$ cat config.mk
export PLATFORM = sky130hd
export DESIGN_NAME = elevator_scheduler
export DESIGN_NICKNAME = d
export VERILOG_FILES = /design/src/rtl/elevator_scheduler.sv
export SDC_FILE = /design/constraint.sdc
export NUM_CORES = 1
export LEC_CHECK = 0
export BUFFER_PORTS_ARGS = -buffer_cell sky130_fd_sc_hd__buf_2
export CELL_PAD_IN_SITES_DETAIL_PLACEMENT = 0
export CELL_PAD_IN_SITES_GLOBAL_PLACEMENT = 1
export CORE_MARGIN = 2
export CORE_UTILIZATION = 42
export CTS_CLUSTER_DIAMETER = 40
export DETAILED_ROUTE_END_ITERATION = 16
export PLACE_DENSITY_LB_ADDON = 0.1
export SETUP_SLACK_MARGIN = 0.02
export SYNTH_ARGS = -nofsm -noshare
export SYNTH_HDL_FRONTEND = slang
export SYNTH_SLANG_ARGS = --single-unit
$ cat constraint.sdc
create_clock -name CP -period 3.55 [get_ports CP]
set_clock_uncertainty 0.15 [all_clocks]
set_input_delay 0.71 -clock CP [delete_from_list [all_inputs] [get_ports CP]]
set_output_delay 0.71 -clock CP [all_outputs]
set_load 0.02 [all_outputs]
$ cat src/rtl/elevator_scheduler.sv
// Four-floor elevator scheduler: IDLE/MOVE/DOOR controller with latched floor calls.
// Optional macro ESTOP_EN adds an emergency-stop input that freezes travel and holds the door open.
module elevator_scheduler #(
  parameter logic [6:0] TRAVEL_TICKS = 7'd8
) (
  input  logic       CP,
  input  logic       RST,
  input  logic [3:0] req_in,
  input  logic       endOpen,
`ifdef ESTOP_EN
  input  logic       estop,
`endif
  output logic       StOpen,
  output logic [1:0] floor,
  output logic       dir_up,
  output logic       moving,
  output logic [3:0] req_pending
);

  localparam int unsigned CNT_W = 7;

  typedef enum logic [1:0] {
    IDLE = 2'd0,
    MOVE = 2'd1,
    DOOR = 2'd2
  } state_t;

  state_t           state, state_n;
  logic [CNT_W-1:0] cnt, cnt_n;
  logic [1:0]       floor_n;
  logic             dir_n;
  logic [3:0]       pend_n, calls, set_v, clr_v;
  logic             halt;

`ifdef ESTOP_EN
  assign halt = estop;
`else
  assign halt = 1'b0;
`endif

  function automatic logic [3:0] above_mask(input logic [1:0] f);
    logic [3:0] m;
    for (int i = 0; i < 4; i++) m[i] = (2'(i) > f);
    return m;
  endfunction

  function automatic logic [3:0] below_mask(input logic [1:0] f);
    logic [3:0] m;
    for (int i = 0; i < 4; i++) m[i] = (2'(i) < f);
    return m;
  endfunction

  // Next-state, travel and call-latch logic
  always_comb begin
    state_n = state;
    cnt_n   = cnt;
    floor_n = floor;
    dir_n   = dir_up;
    set_v   = req_in;
    clr_v   = '0;
    calls   = req_pending | req_in;

    case (state)
      IDLE: begin
        cnt_n = '0;
        if (req_pending[floor]) begin
          state_n = DOOR;
        end else if (!halt) begin
          if (dir_up && |(req_pending & above_mask(floor))) begin
            state_n = MOVE;
          end else if (|(req_pending & below_mask(floor))) begin
            state_n = MOVE;
            dir_n   = 1'b0;
          end else if (|(req_pending & above_mask(floor))) begin
            state_n = MOVE;
            dir_n   = 1'b1;
          end
        end
      end
      MOVE: begin
        if (!halt) begin
          if (cnt == TRAVEL_TICKS - 7'd1) begin
            cnt_n = '0;
            // Saturating step keeps the floor in range even if a call vanished mid-travel
            if (dir_up && floor != 2'd3)       floor_n = floor + 2'd1;
            else if (!dir_up && floor != 2'd0) floor_n = floor - 2'd1;
            if (calls[floor_n])
              state_n = DOOR;
            else if (dir_up ? |(calls & above_mask(floor_n)) : |(calls & below_mask(floor_n)))
              state_n = MOVE;
            else
              state_n = IDLE;
          end else begin
            cnt_n = cnt + 7'd1;
          end
        end
      end
      DOOR: begin
        if (endOpen && !halt) state_n = IDLE;
      end
      default: begin
        state_n = IDLE;
      end
    endcase

    // Calls for the floor with the door open are dropped; arrival clears the served floor
    if (state == DOOR) set_v[floor] = 1'b0;
    if (state_n == DOOR && state != DOOR) clr_v[floor_n] = 1'b1;
    pend_n = (req_pending | set_v) & ~clr_v;
  end

  always_ff @(posedge CP) begin
    if (RST) begin
      state       <= IDLE;
      cnt         <= '0;
      floor       <= 2'd0;
      dir_up      <= 1'b1;
      moving      <= 1'b0;
      StOpen      <= 1'b0;
      req_pending <= '0;
    end else begin
      state       <= state_n;
      cnt         <= cnt_n;
      floor       <= floor_n;
      dir_up      <= dir_n;
      moving      <= (state_n == MOVE) && !halt;
      StOpen      <= (state_n == DOOR);
      req_pending <= pend_n;
    end
  end

endmodule

==> results.ini, run 1 <==
[outcome]
status=complete, no violations

[setup_path]
rr_worst_depth=8
crit_required_ps=3560
critPathCaptureType=register
rr_endpoint=req_pending[3]
r2r_start=floor[0]
crit_path_end=req_pending[3]
r2r_setup_slack_ps=730
max_stage_delay_ps=590
crit_slowest_cell=o32ai_1
crit_start=floor[0]
startpoint_type=register
path_cells=buf_4 > inv_1 > ha_1 > mux2i_2 > xnor2_1 > mux2i_1 > o32ai_1 > a311oi_1
cp_max_fo=19
path_buf_inv=2
crit_type=reg2reg
path_delay_family=compound AO/OA/AOI/OAI gates
arrival_ps=2820
cp.depth=8

[die]
die_h_um=59.2
rows=20
num_io_pins=16
dieArea_um2=3510
initial_core_util_pct=43.0
fp.dieW_um=59.2
core_area_um2=2980

[yosys]
synth_warnings=0
synth_top_area_cell=dfxtp_1
async_reset_ff_share_pct=0
yosys-top-cells-area=dfxtp_1 28%, ha_1 6.8%, nand2_1 4.1%, nor2_1 4.1%, a21oi_1 3.9%
netlist_area_um2=1280
avgSynthCellArea_um2=8.11
synth_top_area_share_pct=28.1
synthCells=158
synth-seq-area-share_pct=28.1
ys_types=48
syn-num-nets=172
synth_edf_count=0
ys_ff_latch=18
ys.flop_type=dfxtp_1

[routing]
via_per_inst=6.33
drt_iter0_drc=121
wl_per_cell_um=16.4
via_count=1291
drt_wl_total_um=3350
drc_errors=0
firstDrtPassIters=4
postRouteAntennaNets=0

[cells_and_area]
nets=186
fill_cells=302
fin_util_pct=47.2
syn_to_final_growth_pct=9.67
diodes=0
drive_gt1_share_pct=17.0

[cts]
ctsResizeCount=0
ctsLongestPathBuffers=2
post_cts_buffers=0
clockRootBuffer=clkbuf_4
clkTransAtPathRegs_ps=120
cts_hold_buf=0
cts_made_buffers=3
insertion_delay_ps=300
cts_sinks=18
htree_levels=1
tritoncts=built

[timing]
fmax_mhz=355
finalSetupViolCount=0
min_period_ps=2820
fin_hold_ws_ps=389
worst_pin_slew_ps=621
slew_headroom_pct=58.5
timing.final.ws_setup_ps=735
fin_crit_sh_pct=79.3
tns_ps=0
hold_viol_final=0
rsz0062_at_grt=no
slew_violations=0

[placed_design]
dp_slack_ps=760
gp_congestion=0.887
dp_hpwl_um=2510
port_buffers=15

[power_and_ir_drop]
power_density_nw_per_um2=343
p_leak_uw=0.000521
ir_drop_v=0.000189

[global_routing]
grt_antenna_before_repair=0
grt_usage_pct=20.4
grt_max_degree=20
overflow=0
grt_pass1_wl_um=5440
grt_pass1_vias=1092

[hold_path]
hold_class=reg2reg

[job]
cap_violations=0

[final cells by class]
class	instances	area, um^2	share of cell area (%)
multi-input combinational	128	866	61.6
clock buffer	4	36.3	2.58
tap	33	41.3	2.94
inverter	5	18.8	1.34
sequential	18	360	25.6
timing repair buffer	16	82.6	5.88
[stage by stage]
| stage | power, uW | area [um^2] | std cells |
|---|---|---|---|
| 2_1_floorplan | 318 | 1280 | 158 |
| 6_report | 481 | 1410 | 204 |
| 3_3_place_gp | 351 | 1370 | 200 |
| 4_1_cts | 485 | 1410 | 204 |
| 5_1_grt | 508 | 1410 | 204 |
| 3_5_place_dp | 353 | 1370 | 200 |
[cell usage after synthesis, types with 3 or more instances]
cell type	n
nor2_1	14
xnor2_1	3
a31oi_1	8
a21oi_1	10
dfxtp_1	18
a311oi_1	3
inv_1	5
nor2b_1	4
clkbuf_1	4
a211oi_1	5
o41ai_1	3
nand3_1	7
o21ai_0	7
mux2i_1	4
nor3_1	5
ha_1	7
nand2_1	14
[per-layer routing]
metal | track usage [%] | share of wire, %
met2 | 30.8 | 45
met1 | 31.0 | 48
met4 | 2.92 | 1.3
met5 | 0 | 0
met3 | 3.49 | 5.3
[state kept, by name (all words and copies together), names as in the netlist]
signal       count
state            2
cnt              7
moving           1
req_pending      4
StOpen           1
dir_up           1
floor            2
[worst min-delay path by stage]
stage,start,slack (ps),end,cells after the start
final,cnt[6],390,cnt[6],1
after global routing,cnt[6],410,cnt[6],1
after CTS,cnt[6],380,cnt[6],1
after detailed placement,cnt[6],360,cnt[6],1
after global placement,cnt[6],350,cnt[6],1
after floorplan,cnt[6],320,cnt[6],1
[logic make-up (layout without fill, tap and decap cells)]
group                      Yosys count  in the layout  share of synthesized area (%)
and+or+nand+nor                     61             61                           24.9
muxes                                7              7                           6.84
xor gates and xnor gates             3              3                           2.05
adders and majority gates            7              7                           6.84
AOI/OAI and AO/OA                   50             50                           27.0
buffers and inverters               12             25                           4.30
DFF                                 18             18                           28.1
[cell usage in the layout (no fill, tap or decap), types with 3 or more instances in the layout]
cell type,count
mux2i_1,4
dfxtp_1,18
buf_2,15
o41ai_1,3
xnor2_1,3
nor3_1,5
inv_1,5
o21ai_0,7
ha_1,7
a211oi_1,5
clkbuf_4,3
nor2_1,14
nand3_1,7
nor2b_1,4
nand2_1,14
a311oi_1,3
a31oi_1,8
a21oi_1,10
[report_power, final]
part           internal [uW]  switching (uW)
logic                   40.2            67.9
registers                217            23.9
clock network           62.4            70.2
total                    319             162
No activity file was read; power rests on OpenSTA's default activity.
==> inputs of run 2 (changes only) <==
--- a/config.mk
+++ b/config.mk
@@ -9,7 +9,7 @@
 export CELL_PAD_IN_SITES_DETAIL_PLACEMENT = 0
 export CELL_PAD_IN_SITES_GLOBAL_PLACEMENT = 1
 export CORE_MARGIN = 2
-export CORE_UTILIZATION = 42
+export CORE_UTILIZATION = 38
 export CTS_CLUSTER_DIAMETER = 40
 export DETAILED_ROUTE_END_ITERATION = 16
 export PLACE_DENSITY_LB_ADDON = 0.1
==> constraint.sdc (replaced) <==
create_clock -name CP -period 2.32 [get_ports CP]
set_clock_uncertainty 0.15 [all_clocks]
set_input_delay 0.464 -clock CP [delete_from_list [all_inputs] [get_ports CP]]
set_output_delay 0.464 -clock CP [all_outputs]
set_load 0.02 [all_outputs]
==> run 2 against run 1 <==
  * Maximum frequency increased by 28%
  * Cell count is 9.3% higher
  * Clock-buffer cell count is the same
  * Design area is 8.5% higher
  * Die area rose by 9.8%
  * Critical path depth is 1 lower
  * Largest power group unchanged
==> results.ini, run 2 (synthesis gave the netlist of run 1 again) <==
[power_and_ir_drop]
ir_drop_v=0.000259
p_leak_uw=0.000568
power_density_nw_per_um2=486

[placed_design]
postPlaceCellArea_um2=1440
gp_congestion=0.861
dp_hpwl_um=2660
port_buffers=15
dp_slack_ps=49.6

[timing]
fmax_mhz=453
tns_ps=0
rsz0062_at_grt=yes
hold_viol_final=0
timing.final.ws_setup_ps=114
fin_crit_sh_pct=95.1
finalSetupViolCount=0
worst_pin_slew_ps=519
min_period_ps=2210
slew_headroom_pct=65.3
slew_violations=0

[cts]
clockRootBuffer=clkbuf_4
tritoncts=built
ctsLongestPathBuffers=2
htree_levels=1
insertion_delay_ps=300
cts_sinks=18
clkTransAtPathRegs_ps=120
cts_made_buffers=3

[routing]
drt_iter0_drc=88
firstDrtPassIters=4
met3_length_um=183
top_layer=met3
via_per_inst=5.76
wl_per_cell_um=15.7
wl_met2_um=1490
wl_met1_um=1840
drt_wl_total_um=3510
drc_errors=0
postRouteAntennaNets=0
via_count=1285

[setup_path]
arrival_ps=2270
critPathCaptureType=register
crit_required_ps=2380
startpoint_type=register
crit_type=reg2reg
cp_max_fo=4

[die]
dieArea_um2=3850
die_h_um=62.1
core_area_um2=3280
num_io_pins=16
fp.dieW_um=62.1
rows=21
initial_core_util_pct=39.0

[cells_and_area]
fin_util_pct=46.4
design_area_um2=1530
syn_to_final_growth_pct=19.0
layout_common_cells=15 x dfxtp_1, 15 x buf_2, 14 x nor2_1, 14 x nand2_1, 10 x a21oi_1
drive_gt1_share_pct=26.0
reg.largest.list=cnt (7), req_pending (4)
fill_cells=325
nets=192
multi_input_area_um2=918
seq_area_um2=367
max_flop_register=cnt
largest_reg_flops=7
diodes=0

[global_routing]
grt_pass1_vias=1122
grt_max_degree=20
overflow=0
grt_pass1_wl_um=5590
grt_usage_pct=19.8
grt_antenna_before_repair=0

[hold_path]
hold_class=in2reg

[job]
cap_violations=0

[outcome]
status=complete, no violations

run 2: cell count changes in the layout (fill, tap and decap cells not counted), sizes merged:
cell	change
buf	+6
run 2: metrics by stage:
stage / hold WS (ps) / instances / total power [uW]
3_5_place_dp: 359 / 218 / 536
2_1_floorplan: 324 / 158 / 485
6_report: 323 / 223 / 741
3_3_place_gp: 358 / 218 / 536
4_1_cts: 321 / 222 / 742
5_1_grt: 346 / 223 / 782
run 2: cell type report:
cell class	count	share of cell area, %
well taps	46	3.77
flip-flops and latches	18	24.0
multi-input cells	128	60.2
inverters	5	1.23
repair buffers	22	8.37
clock buffers	4	2.38
run 2: worst max-delay path, cell delays in order, from the launching register on:
cell      delay, ps
dfxtp_4         370
inv_1            80
ha_1            320
and3b_1         210
or2_4           260
o311ai_1        280
o21ai_1         150
o41ai_1         300
run 2: repair_timing:
| item | 4_1_cts | 5_1_grt |
|---|---|---|
| hold buffers | 0 | 0 |
| pin swaps | 0 | 1 |
| resized for setup | 1 | 9 |
| setup buffers | 0 | 1 |
| setup endpoints to repair | 1 | 9 |
run 2: power breakdown:
| part | total (uW) | switching, uW | leakage [uW] | internal, uW |
|---|---|---|---|---|
| logic | 172 | 106 | 0.000399 | 66.4 |
| registers | 370 | 39.0 | 0.000148 | 331 |
| clock network | 200 | 104 | 0.0000210 | 95.7 |
| total | 741 | 249 | 0.000568 | 493 |
run 2: metal layers:
metal | global-route usage (%) | up-vias
li1 | - | 635
met1 | 30.8 | 618
met2 | 26.8 | 32
met3 | 5.59 | 0
met4 | 3.95 | 0
met5 | 0 | -
run 2: path summary, 6_finish.rpt:
check,from,end,slack [ps],cells past startpoint
min,endOpen,state[1],320,3
max,floor[0],state[0],110,7
min reg2reg,cnt[6],cnt[6],380,1
max reg2reg,floor[0],state[0],110,7
==> inputs of run 3 (changes only) <==
--- a/config.mk
+++ b/config.mk
@@ -12,7 +12,7 @@
 export CORE_UTILIZATION = 38
 export CTS_CLUSTER_DIAMETER = 40
 export DETAILED_ROUTE_END_ITERATION = 16
-export PLACE_DENSITY_LB_ADDON = 0.1
+export PLACE_DENSITY = 0.83
 export SETUP_SLACK_MARGIN = 0.02
 export SYNTH_ARGS = -nofsm -noshare
 export SYNTH_HDL_FRONTEND = slang
==> run 3 against run 2 <==
  * Utilization about the same
  * Via count up 3.1%
  * Setup slack got worse by 100 ps
  * Total power decreased by 1.4%
  * Critical path depth did not move
  * Largest power group unchanged
  * Maximum frequency decreased by 4.5%
  * Critical path type unchanged
  * Global-route usage fell by 0.89 points
==> results.ini, run 3 (synthesis gave the netlist of run 1 again) <==
[outcome]
status=complete, no violations

[placed_design]
gp_congestion=0.982
port_buffers=15
dp_hpwl_um=2470

[die]
num_io_pins=16
core_area_um2=3280
initial_core_util_pct=39.0
die_h_um=62.1
dieArea_um2=3850
rows=21
fp.dieW_um=62.1

[cells_and_area]
multi_input_area_um2=916
seq_area_um2=368
fill_cells=332
syn_to_final_growth_pct=18.9
layout_common_cells=16 x dfxtp_1, 15 x buf_2, 14 x nor2_1, 14 x nand2_1, 10 x a21oi_1
reg.largest.list=cnt (7), req_pending (4)
final_common_cell=dfxtp_1
largest_reg_flops=7
nets=192
drive_gt1_share_pct=24.3
diodes=0
max_flop_register=cnt

[timing]
fin_crit_sh_pct=99.6
tns_ps=0
finalSetupViolCount=0
hold_viol_final=0
rsz0062_at_grt=yes
slew_headroom_pct=65.5
min_period_ps=2310
fmax_mhz=433
worst_pin_slew_ps=512
slew_violations=0
fin_hold_ws_ps=353

[job]
cap_violations=0

[routing]
via_per_inst=5.94
postRouteAntennaNets=0
drc_errors=0
drt_wl_total_um=3410
via_count=1325
drt_iter0_drc=103
wl_per_cell_um=15.3
firstDrtPassIters=5

[global_routing]
grt_pass1_wl_um=5400
grt_usage_pct=18.9
grt_antenna_before_repair=0
overflow=0
grt_max_degree=20
grt_pass1_vias=1199

[power_and_ir_drop]
power_density_nw_per_um2=480
comb_power_share_pct=23.4
p_clk_share_pct=26.4
power.share.switching_pct=32.7
p_leak_uw=0.000562
netSwitchingPower_uw=239
ir_drop_v=0.000173
seqPwrFrac_pct=50.2
intPower_uw=492

[cts]
cts_hold_buf=0
post_cts_buffers=0
htree_levels=1
cts_sinks=18
tritoncts=built
clockRootBuffer=clkbuf_4
clkTransAtPathRegs_ps=110
insertion_delay_ps=290
ctsLongestPathBuffers=2
cts_made_buffers=3

[setup_path]
crit_required_ps=2360
startpoint_type=register
critPathCaptureType=register
crit_type=reg2reg
arrival_ps=2350
cp_max_fo=6

[hold_path]
hold_class=in2reg

[run 3: cell counts in the layout (fill, tap and decap cells not counted)]
Identical to the previous run, type by type.
[run 3: worst paths after layout]
kind,start,to,slack (ps),cells after the start
min,endOpen,state[1],350,3
max reg2reg,floor[1],state[0],9,7
min reg2reg,cnt[6],cnt[6],380,1
max,floor[1],state[0],9,7
[run 3: per-layer routing]
metal / part of all wire, % / GRT usage (%) / vias to the layer above
met5: 0 / 0 / -
met4: 1.8 / 6.99 / 0
met3: 6.4 / 4.14 / 12
met2: 48 / 29.5 / 63
met1: 44 / 25.6 / 617
li1: - / - / 633
[run 3: timing repair]
item                       4_1_cts  5_1_grt
pin swaps                        0        2
gates resized for setup          2        6
setup endpoints to repair        3        5
gates cloned                     0        0
[run 3: final cells by class]
cell class / count / area share [%]
repair buffers: 22 / 8.37
multi-input cells: 128 / 60.1
clock buffers: 4 / 2.38
well taps: 46 / 3.78
inverters: 5 / 1.23
flip-flops and latches: 18 / 24.1
[run 3: stage by stage]
stage | area (um^2) | total power, uW | cells | setup slack, ps | util, %
global route | 1520 | 775 | 223 | -20.1 | 46.4
detailed placement | 1450 | 533 | 219 | 19.2 | 44.0
CTS | 1500 | 732 | 223 | 3.14 | 45.6
global placement | 1450 | 536 | 219 | 115 | 44.0
floorplan | 1300 | 485 | 158 | 1.84 | -
finish | 1520 | 731 | 223 | 9.47 | 46.4
[run 3: power by group through the flow]
stage | sequential, uW | clock, uW | combinational, uW
2_1_floorplan | 369 | 0 | 116
3_3_place_gp | 375 | 0 | 161
3_5_place_dp | 374 | 0 | 160
4_1_cts | 367 | 200 | 165
5_1_grt | 372 | 214 | 189
6_report | 367 | 193 | 171
[run 3: worst max-delay path: stages (launching register included)]
cell and delay (ps):
dfxtp_4 390, inv_1 90, ha_1 300, and3b_1 220, or2_4 280, o311ai_2 310, o21ai_1 160, o41ai_1 310
